### src/rtl/sram_bus_bridge.sv
// ============================================================================
//  Module   : sram_bus_bridge
//  Brief    : Valid/ready request bus to single-port synchronous SRAM bridge,
//             one outstanding transaction, address-window and alignment check.
//  Revision : 1.0
// ============================================================================
`default_nettype none

module sram_bus_bridge #(
    parameter logic [31:0] BASE_ADDR = 32'h0000_0000,
    parameter int unsigned READ_LAT  = 1
) (
    input  logic        clk_i,
    input  logic        rst_i,
    input  logic        req_valid_i,
    output logic        req_ready_o,
    input  logic [31:0] req_addr_i,
    input  logic        req_we_i,
    input  logic [31:0] req_wdata_i,
    input  logic [3:0]  req_wmask_i,
    output logic        rsp_valid_o,
    input  logic        rsp_ready_i,
    output logic [31:0] rsp_rdata_o,
    output logic        rsp_err_o,
    output logic        sram_csb_o,
    output logic        sram_we_o,
    output logic [12:0] sram_addr_o,
    output logic [31:0] sram_wdata_o,
    output logic [3:0]  sram_wmask_o,
    input  logic [31:0] sram_rdata_i
);

    localparam logic [1:0] c_IDLE   = 2'd0;
    localparam logic [1:0] c_ACCESS = 2'd1;
    localparam logic [1:0] c_WAIT   = 2'd2;
    localparam logic [1:0] c_RESP   = 2'd3;
    localparam logic [2:0] c_LAST   = 3'(READ_LAT - 1);

    logic [1:0]  r_state;
    logic [1:0]  w_state_nxt;
    logic [2:0]  r_cnt;
    logic        r_we;
    logic [12:0] r_addr;
    logic [31:0] r_wdata;
    logic [3:0]  r_wmask;
    logic [31:0] r_rdata;
    logic        r_err;
    logic        w_accept;
    logic        w_req_err;

    assign w_accept  = req_valid_i && (r_state == c_IDLE);
    assign w_req_err = (req_addr_i[31:15] != BASE_ADDR[31:15]) || (req_addr_i[1:0] != 2'b00);

    assign sram_addr_o  = r_addr;
    assign sram_wdata_o = r_wdata;
    assign sram_wmask_o = r_wmask;
    assign rsp_rdata_o  = r_rdata;
    assign rsp_err_o    = r_err;

    always_comb begin
        w_state_nxt = r_state;
        req_ready_o = 1'b0;
        rsp_valid_o = 1'b0;
        sram_csb_o  = 1'b1;
        sram_we_o   = 1'b1;
        case (r_state)
            c_IDLE: begin
                req_ready_o = 1'b1;
                if (w_accept) w_state_nxt = w_req_err ? c_RESP : c_ACCESS;
            end
            c_ACCESS: begin
                sram_csb_o  = 1'b0;
                sram_we_o   = ~r_we;
                w_state_nxt = r_we ? c_RESP : c_WAIT;
            end
            c_WAIT: begin
                if (r_cnt == c_LAST) w_state_nxt = c_RESP;
            end
            c_RESP: begin
                rsp_valid_o = 1'b1;
                if (rsp_ready_i) w_state_nxt = c_IDLE;
            end
            default: w_state_nxt = c_IDLE;
        endcase
    end

    always_ff @(posedge clk_i) begin
        if (rst_i) begin
            r_state <= c_IDLE;
            r_cnt   <= 3'd0;
            r_we    <= 1'b0;
            r_addr  <= 13'd0;
            r_wdata <= 32'd0;
            r_wmask <= 4'd0;
            r_rdata <= 32'd0;
            r_err   <= 1'b0;
        end else begin
            r_state <= w_state_nxt;
            if (w_accept) begin
                r_we    <= req_we_i;
                r_addr  <= req_addr_i[14:2];
                r_wdata <= req_wdata_i;
                r_wmask <= req_wmask_i;
                if (w_req_err) begin
                    r_rdata <= 32'd0;
                    r_err   <= 1'b1;
                end
            end
            if (r_state == c_ACCESS) begin
                r_cnt <= 3'd0;
                if (r_we) begin
                    r_rdata <= 32'd0;
                    r_err   <= 1'b0;
                end
            end
            // Read data is valid during the last WAIT cycle only.
            if (r_state == c_WAIT) begin
                if (r_cnt == c_LAST) begin
                    r_rdata <= sram_rdata_i;
                    r_err   <= 1'b0;
                end else begin
                    r_cnt <= r_cnt + 3'd1;
                end
            end
        end
    end

endmodule

`default_nettype wire

### config.mk
export PLATFORM = sky130hd
export DESIGN_NAME = sram_bus_bridge
export DESIGN_NICKNAME = d
export VERILOG_FILES = /design/src/rtl/sram_bus_bridge.sv
export SDC_FILE = /design/constraint.sdc
export NUM_CORES = 1
export LEC_CHECK = 0
export BUFFER_PORTS_ARGS = -buffer_cell sky130_fd_sc_hd__buf_2
export CORE_MARGIN = 8
export CORE_UTILIZATION = 30
export CTS_CLUSTER_SIZE = 12
export DETAILED_ROUTE_END_ITERATION = 10
export SLEW_MARGIN = 20
export SYNTH_ARGS = -nofsm -noshare
export SYNTH_HDL_FRONTEND = slang
export SYNTH_SLANG_ARGS = --single-unit
### constraint.sdc
create_clock -name clk_i -period 3.59 [get_ports clk_i]
set_input_delay 0.718 -clock clk_i [delete_from_list [all_inputs] [get_ports clk_i]]
set_output_delay 0.718 -clock clk_i [all_outputs]
set_load 0.03 [all_outputs]
==> flow_metrics.tcl, run 1 <==
set metrics [dict create \
    outcome "completed" \
    num-nets-final 702 \
    wl_per_cell_um 14.1 \
    drc_errors 0 \
    avgSynthCellArea_um2 8.31 \
    antenna_found_initial 1 \
    syn_inst 412 \
    reg2reg_depth 7 \
    drive_above_1_share_pct 41.9 \
    min_period_over_period_pct 63.6 \
    synth_area_leaders "dfxtp_1, nand2_1, a21oi_1" \
    fmax_ghz 0.438 \
    cts_hold_buf 0 \
    wl_mm 10.4 \
    async_reset_ff_share_pct 0 \
    drv_slew 0 \
    powerDensity_nw_per_um2 755 \
    clock_sinks 88 \
    synthFlopType "dfxtp_1" \
    clock_latency_ns 0.34 \
    clkTransAtPathRegs_ns 0.06 \
    worst_ep_required_time_ns 2.87 \
    fp.dieH_um 123 \
    final_util_pct 42.6 \
    place_congestion 0.786 \
    drtIter0Drc 122 \
    slew_headroom_pct 37.4 \
    power.leakage_uw 0.00222 \
    syn_to_final_growth_pct 40.2 \
    reg2reg_to "rsp_rdata_o[28]" \
    die_w_um 123 \
    path_max_fanout 6 \
    critPathLaunchType "flop" \
    core_um2 11300 \
    yosysMostFrequentCell "nand2_1" \
    tns_ns 0 \
    ys_seq_area_share_pct 51.5 \
    ff2ff_setup_slack_ns 1.41 \
    crit_path_end_kind "output pin" \
    cts_resized 0 \
    grtUsageTotal_pct 13.6 \
    first_global_vias 3284 \
    hold_path_class "reg2reg" \
    vias 3340 \
    tightest_slew_ns 0.939 \
    cts-htree-levels 3 \
    fillers 1162 \
    critPathKind "reg2out" \
    setup_viol 0 \
    yosys_warnings 0 \
    root_buffer "clkbuf_16" \
    yosysTopAreaCell "dfxtp_1" \
    finalClockSkew_ns 0.00557 \
    r2r-start "r_state[1]" \
    overflow 0 \
    syn-num-nets 523 \
    io_pins 191 \
    ys_ff_latch 88 \
    cts_buffers 9 \
    grt_start_max_net_pins 57 \
    vias_per_cell 4.52 \
    fin_crit_ns 2.28 \
    synth_edf_count 0 \
    synth_common_cells "nand2_1, dfxtp_1, a21oi_1" \
    post-cts-setup-buffers 0 \
    ys_types 32 \
    hpwl_mm 7.89 \
    rsz0062_at_grt "no" \
    initial_core_util_pct 30.4 \
    drv_cap 0 \
    synth_area_um2 3420 \
    synth_top_area_share_pct 51.5 \
    port_buffers 190 \
    fp.dieArea_um2 15100 \
    endpoint "sram_we_o" \
    peakVddDrop_mv 0.345 \
    cts_buffer_depth 2 \
    diodes 0 \
    worstPathArrival_ns 1.57 \
    hold_viol 0 \
    critPathLaunch "r_state[1]" \
    first_pass_iters 4 \
    rows 39 \
    grt_pass1_wl_mm 16.1 \
    cts_tree "done" \
    final_antenna_net_count 0 \
]
-- through the flow --
stage | cells | setup slack [ns] | power, uW | cell area (um2) | hold slack, ns
final | 739 | 1.31 | 3620 | 4800 | 0.451
after global routing | 739 | 1.13 | 3860 | 4800 | 0.472
after CTS | 739 | 1.27 | 3690 | 4800 | 0.456
after detailed placement | 723 | 1.40 | 2680 | 4480 | 0.446
after global placement | 723 | 1.46 | 2650 | 4480 | 0.439
after floorplan | 412 | 1.89 | 2270 | 3420 | 0.437
-- sequential cells by signal, summed over array words and instances, names as in the netlist --
| name | cells |
|---|---|
| r_cnt | 3 |
| r_state | 2 |
| r_we | 1 |
| rsp_err_o | 1 |
| rsp_rdata_o | 32 |
| sram_addr_o | 13 |
| sram_wdata_o | 32 |
| sram_wmask_o | 4 |
-- how the worst min path moves through the flow --
stage	end	slack [ns]	startpoint	cells past startpoint
after global routing	sram_wdata_o[27]	0.47	sram_wdata_o[27]	2
after global placement	sram_wdata_o[8]	0.44	sram_wdata_o[8]	2
after detailed placement	sram_addr_o[7]	0.45	sram_addr_o[7]	2
after CTS	sram_wdata_o[13]	0.46	sram_wdata_o[13]	2
after floorplan	r_we	0.44	r_we	2
final	sram_addr_o[5]	0.45	sram_addr_o[5]	2
-- worst max-delay path, stage by stage (launching register included) --
cell	delay [ns]
dfxtp_1	0.40
inv_1	0.08
ha_1	0.25
nand2_1	0.24
buf_2	0.26
-- area by class of cell --
type,count,area (um2),share of cell area [%]
inverter,8,30.0,0.626
sequential,88,1760,36.7
clock inverter,7,95.1,1.98
tap,143,179,3.73
timing repair buffer,195,988,20.6
clock buffer,9,225,4.69
multi-input combinational,289,1520,31.7
-- routing by layer --
layer	GRT usage (%)	vias to the layer above	share of wire, %
li1	-	1708	-
met1	15.3	1486	40
met2	21.6	128	46
met3	6.03	16	12
met4	6.47	2	1.8
met5	0	-	0.096
-- report_power, final --
group / leakage (uW) / switching [uW] / internal, uW
logic: 0.00135 / 971 / 386
clock network: 0.000156 / 387 / 610
registers: 0.000719 / 98.9 / 1170
total: 0.00222 / 1460 / 2160
-- logic make-up (layout without fill, tap and decap cells) --
kind of cell / after synthesis / count (layout) / synth area share [%]
AND/OR/NAND/NOR: 188 / 188 / 23.2
buffers and inverters: 35 / 219 / 4.79
AO/OA/AOI/OAI: 95 / 95 / 18.3
flip-flops: 88 / 88 / 51.5
adder cells (fa/ha/maj): 6 / 6 / 2.19
-- layout by cell type, fill, tap and decap left out, types with 2 or more instances in the layout --
master	synthesis	routed
buf_2	8	190
nand2_1	167	166
dfxtp_1	88	88
a21oi_1	55	55
o21ai_2	30	30
clkbuf_16	0	9
inv_1	8	8
ha_1	6	6
buf_4	0	5
nand3_1	4	4
o21ai_0	3	3
nor4_1	2	2
nor3_1	2	2
nor4_4	2	2
nor2_1	2	2
clkinv_2	0	2
bufinv_16	0	2
Note: power is estimated with default switching activity, not from simulation.
==> run 2, diff against run 1 <==
==> constraint.sdc (replaced) <==
create_clock -name clk_i -period 2.1 [get_ports clk_i]
set_input_delay 0.42 -clock clk_i [delete_from_list [all_inputs] [get_ports clk_i]]
set_output_delay 0.42 -clock clk_i [all_outputs]
set_load 0.03 [all_outputs]
==> flow_metrics.tcl, run 2 (synthesis results as in run 1) <==
set metrics [dict create \
    clkTransAtPathRegs_ns 0.06 \
    rows 39 \
    fin_crit_ns 1.80 \
    port_buffers 190 \
    fillers 1125 \
    worstPathArrival_ns 2.02 \
    cts_hold_buf 0 \
    tns_ns 0 \
    grtUsageTotal_pct 13.4 \
    drtIter0Drc 144 \
    finalClockSkew_ns 0.00421 \
    min_from "sram_rdata_i[0]" \
    drv_cap 0 \
    fin_ws_ns 0.297 \
    outcome "completed" \
    r2r-start "r_state[1]" \
    syn_to_final_growth_pct 45.4 \
    wl_mm 10.4 \
    num-nets-final 717 \
    max_stage_delay_ns 0.47 \
    hpwl_mm 8.07 \
    final_antenna_net_count 0 \
    fp.dieH_um 123 \
    reg2reg_depth 7 \
    dp_cells 738 \
    drv_slew 0 \
    grt_start_max_net_pins 51 \
    design_area_um2 4980 \
    first_pass_iters 4 \
    min_period_over_period_pct 85.8 \
    hold_viol 0 \
    cts-htree-levels 3 \
    timing.hold.worst_path_depth 3 \
    ff2ff_setup_slack_ns 0.30 \
    power.leakage_uw 0.00232 \
    cts_tree "done" \
    layout.cells.non_filler 753 \
    reg2reg_to "r_state[0]" \
    layout_commonest_cell "buf_2" \
    place_area_um2 4610 \
    root_buffer "clkbuf_16" \
    drc_errors 0 \
    critPathLaunchType "flop" \
    first_global_vias 3322 \
    fmax_ghz 0.555 \
    diodes 0 \
    critical_path.top_delay_family "compound AO/OA/AOI/OAI gates" \
    crit_path_frequent_cell "buf_4" \
    place_congestion 0.789 \
    antenna_found_initial 1 \
    final_cell_mix "buf_2, nand2_1, dfxtp_1" \
    cp_slowest_cell "a222oi_1" \
    cts_buffers 9 \
    holdWs_ns 0.278 \
    vias_per_cell 4.48 \
    critPathBufInv 3 \
    worst_ep_required_time_ns 2.31 \
    setup_viol 0 \
    hold_path_class "in2reg" \
    cts_buffer_depth 2 \
    rsz0062_at_grt "no" \
    core_um2 11300 \
    pre_cts_slack_ns 0.298 \
    post-cts-setup-buffers 0 \
    peakVddDrop_mv 0.715 \
    crit_path_cell_trace "inv_1 > buf_4 > ha_1 > buf_4 > a222oi_1 > and4b_1 > a211oi_2" \
    clock_latency_ns 0.34 \
    io_pins 191 \
    crit_path_end_kind "flop" \
    grt_pass1_wl_mm 15.8 \
    powerDensity_nw_per_um2 1330 \
    drive_above_1_share_pct 43.3 \
    path_max_fanout 7 \
    cts_resized 0 \
    slew_headroom_pct 64.8 \
    fp.dieArea_um2 15100 \
    wl_per_cell_um 13.8 \
    whs_endpoint "rsp_rdata_o[0]" \
    critPathKind "reg2reg" \
    vias 3373 \
    tightest_slew_ns 0.527 \
    die_w_um 123 \
    cp.depth 7 \
    initial_core_util_pct 30.4 \
    clock_sinks 88 \
    overflow 0 \
]
## run 2: final cells by class
| cell class | instances | area (um2) | area share [%] |
|---|---|---|---|
| multi-input cells | 289 | 1520 | 30.5 |
| well taps | 143 | 179 | 3.59 |
| inverters | 8 | 30.0 | 0.603 |
| clock buffers | 10 | 239 | 4.80 |
| clock inverters | 5 | 129 | 2.59 |
| flip-flops and latches | 88 | 1760 | 35.4 |
| repair buffers | 210 | 1120 | 22.5 |
## run 2: how the worst max path moves through the flow
stage / start / to / slack, ns
6_report: r_state[1] / r_state[0] / 0.30
3_3_place_gp: r_state[1] / rsp_rdata_o[4] / 0.03
2_1_floorplan: r_state[0] / rsp_rdata_o[10] / 0.40
4_1_cts: r_state[1] / req_ready_o / 0.27
3_5_place_dp: r_state[1] / r_state[0] / 0.30
5_1_grt: r_state[1] / r_state[0] / 0.14
## run 2: power breakdown
group / total, uW / internal [uW] / switching, uW
clock network: 1950 / 1310 / 637
registers: 2150 / 2000 / 154
logic: 2510 / 811 / 1700
## run 2: worst min-delay path, delay by kind of cell
family	cells	cell delay, ns
compound gates	1	0.05
buf+inv	1	0.07
simple gates	1	0.03
## run 2: per-stage QoR
stage / power, uW / util (%)
floorplan: 3890 / -
global placement: 4660 / 40.7
detailed placement: 4750 / 40.9
CTS: 6740 / 44.2
global route: 7020 / 44.2
finish: 6610 / 44.2
## run 2: per-layer routing
| layer | vias up | share of wire [%] | GRT usage [%] |
|---|---|---|---|
| li1 | 1738 | - | - |
| met1 | 1481 | 40 | 14.7 |
| met2 | 133 | 45 | 21.1 |
| met3 | 19 | 13 | 6.81 |
| met4 | 2 | 1.9 | 6.17 |
| met5 | - | 0.13 | 0 |
==> run 3, diff against run 2 <==
==> config.mk (replaced) <==
export PLATFORM = sky130hd
export DESIGN_NAME = sram_bus_bridge
export DESIGN_NICKNAME = d
export VERILOG_FILES = /design/src/rtl/sram_bus_bridge.sv
export SDC_FILE = /design/constraint.sdc
export NUM_CORES = 1
export LEC_CHECK = 0
export BUFFER_PORTS_ARGS = -buffer_cell sky130_fd_sc_hd__clkbuf_2
export CORE_MARGIN = 8
export CORE_UTILIZATION = 40
export CTS_CLUSTER_SIZE = 12
export DETAILED_ROUTE_END_ITERATION = 10
export PLACE_DENSITY = 0.76
export SYNTH_ARGS = -nofsm -noshare
export SYNTH_HDL_FRONTEND = slang
export SYNTH_SLANG_ARGS = --single-unit
==> flow_metrics.tcl, run 3 (synthesis results as in run 1) <==
set metrics [dict create \
    tightest_slew_ns 0.658 \
    num-nets-final 718 \
    cts_buffers 9 \
    port_buffers 190 \
    critPathKind "reg2reg" \
    clkTransAtPathRegs_ns 0.09 \
    p_seq_share_pct 37.3 \
    max_stage_delay_ns 0.52 \
    pre_cts_slack_ns -0.0605 \
    slew_headroom_pct 56.0 \
    post-cts-setup-buffers 0 \
    crit_path_end_kind "flop" \
    first_pass_iters 6 \
    powerDensity_nw_per_um2 1220 \
    crit_path_cell_trace "inv_1 > buf_4 > ha_1 > buf_4 > a222oi_1 > o21ai_1 > a211oi_2" \
    clock_sinks 88 \
    cts-htree-levels 3 \
    final_util_pct 57.7 \
    intPower_uw 3340 \
    overflow 0 \
    wl_mm 10.5 \
    total_power_uw 5800 \
    fin_crit_ns 1.89 \
    crit_path_frequent_cell "buf_4" \
    drv_cap 0 \
    layout_commonest_cell "clkbuf_2" \
    drc_errors 0 \
    peakVddDrop_mv 0.514 \
    drv_slew 0 \
    outcome "completed" \
    final_antenna_net_count 0 \
    die_w_um 109 \
    cp_slowest_cell "a222oi_1" \
    drtIter0Drc 83 \
    grt_pass1_wl_mm 16.1 \
    cts_tree "done" \
    drive_above_1_share_pct 43.3 \
    first_global_vias 3407 \
    rows 33 \
    rsz0062_at_grt "no" \
    power.leakage_uw 0.00220 \
    hold_path_class "in2reg" \
    fin_ws_ns 0.208 \
    design_area_um2 4770 \
    pwr-share-clk_pct 19.9 \
    syn_to_final_growth_pct 39.3 \
    wl_per_cell_um 14.7 \
    fp.dieH_um 109 \
    p_switching_uw 2460 \
    switching_share_pct 42.4 \
    vias_per_cell 4.75 \
    comb_power_share_pct 42.7 \
    path_max_fanout 7 \
    antenna_found_initial 0 \
    grtUsageTotal_pct 17.1 \
    finalClockSkew_ns 0.0130 \
    vias 3409 \
    clock_latency_ns 0.35 \
    hpwl_mm 8.31 \
    fmax_ghz 0.529 \
    setup_viol 0 \
    io_pins 191 \
    cts_buffer_depth 2 \
    worst_ep_required_time_ns 2.37 \
    core_um2 8260 \
    place_congestion 0.813 \
    fp.dieArea_um2 11800 \
    grt_start_max_net_pins 51 \
    place_area_um2 4540 \
    final_cell_mix "clkbuf_2, nand2_1, dfxtp_1" \
    min_period_over_period_pct 90.1 \
    diodes 0 \
    critPathLaunchType "flop" \
    root_buffer "clkbuf_8" \
    worstPathArrival_ns 2.16 \
    initial_core_util_pct 41.5 \
    hold_viol 0 \
]
[run 3: final cells by class]
class | count | area, um2
multi-input combinational | 290 | 1550
clock inverter | 5 | 56.3
inverter | 8 | 30.0
clock buffer | 11 | 141
fill | 780 | 3490
tap | 105 | 131
timing repair buffer | 210 | 1100
sequential | 88 | 1760
[run 3: worst max-delay path: cells and delay by family (launching register included)]
| family | cells | cell delay (ns) |
|---|---|---|
| buf+inv | 3 | 0.36 |
| fa+ha+maj | 1 | 0.19 |
| flops | 1 | 0.34 |
| compound gates | 3 | 0.93 |
[run 3: path summary, 6_finish.rpt]
check             cells after the start  slack (ns)               end        startpoint
setup / recovery                      7        0.21        r_state[0]        r_state[1]
hold / removal                        3        0.26   rsp_rdata_o[28]  sram_rdata_i[28]
setup reg to reg                      7        0.21        r_state[0]        r_state[1]
hold reg to reg                       2        0.46  sram_wdata_o[29]  sram_wdata_o[29]
[run 3: what timing repair did]
action	4_1_cts	5_1_grt
setup endpoints to repair	3	5
hold buffers	0	0
pin swaps	1	0
resized for setup	0	1
cloned	1	0
[run 3: power by group through the flow]
stage                     Combinational [uW]  Clock (uW)  Sequential [uW]
after floorplan                         1110           0             2780
after global placement                  2430           0             2190
after detailed placement                2490           0             2200
after CTS                               2510        1200             2170
after global routing                    2690        1270             2200
final                                   2480        1160             2160
[run 3: layer usage]
metal  wire length [um]  GRT usage [%]  up-vias  part of all wire, %
met3               1210           7.91       12                   12
met1               4150           18.7     1521                   39
met4                131           6.16        0                  1.2
li1                   -              -     1741                    -
met5                  0              0        -                    0
met2               5030           28.6      135                   48
[run 3: metrics by stage]
| step | std cells | setup TNS (ns) | hold slack [ns] |
|---|---|---|---|
| global placement | 700 | 0 | 0.441 |
| detailed placement | 700 | -0.126 | 0.446 |
| floorplan | 412 | 0 | 0.437 |
| finish | 717 | 0 | 0.256 |
| CTS | 717 | 0 | 0.244 |
| global route | 717 | 0 | 0.247 |
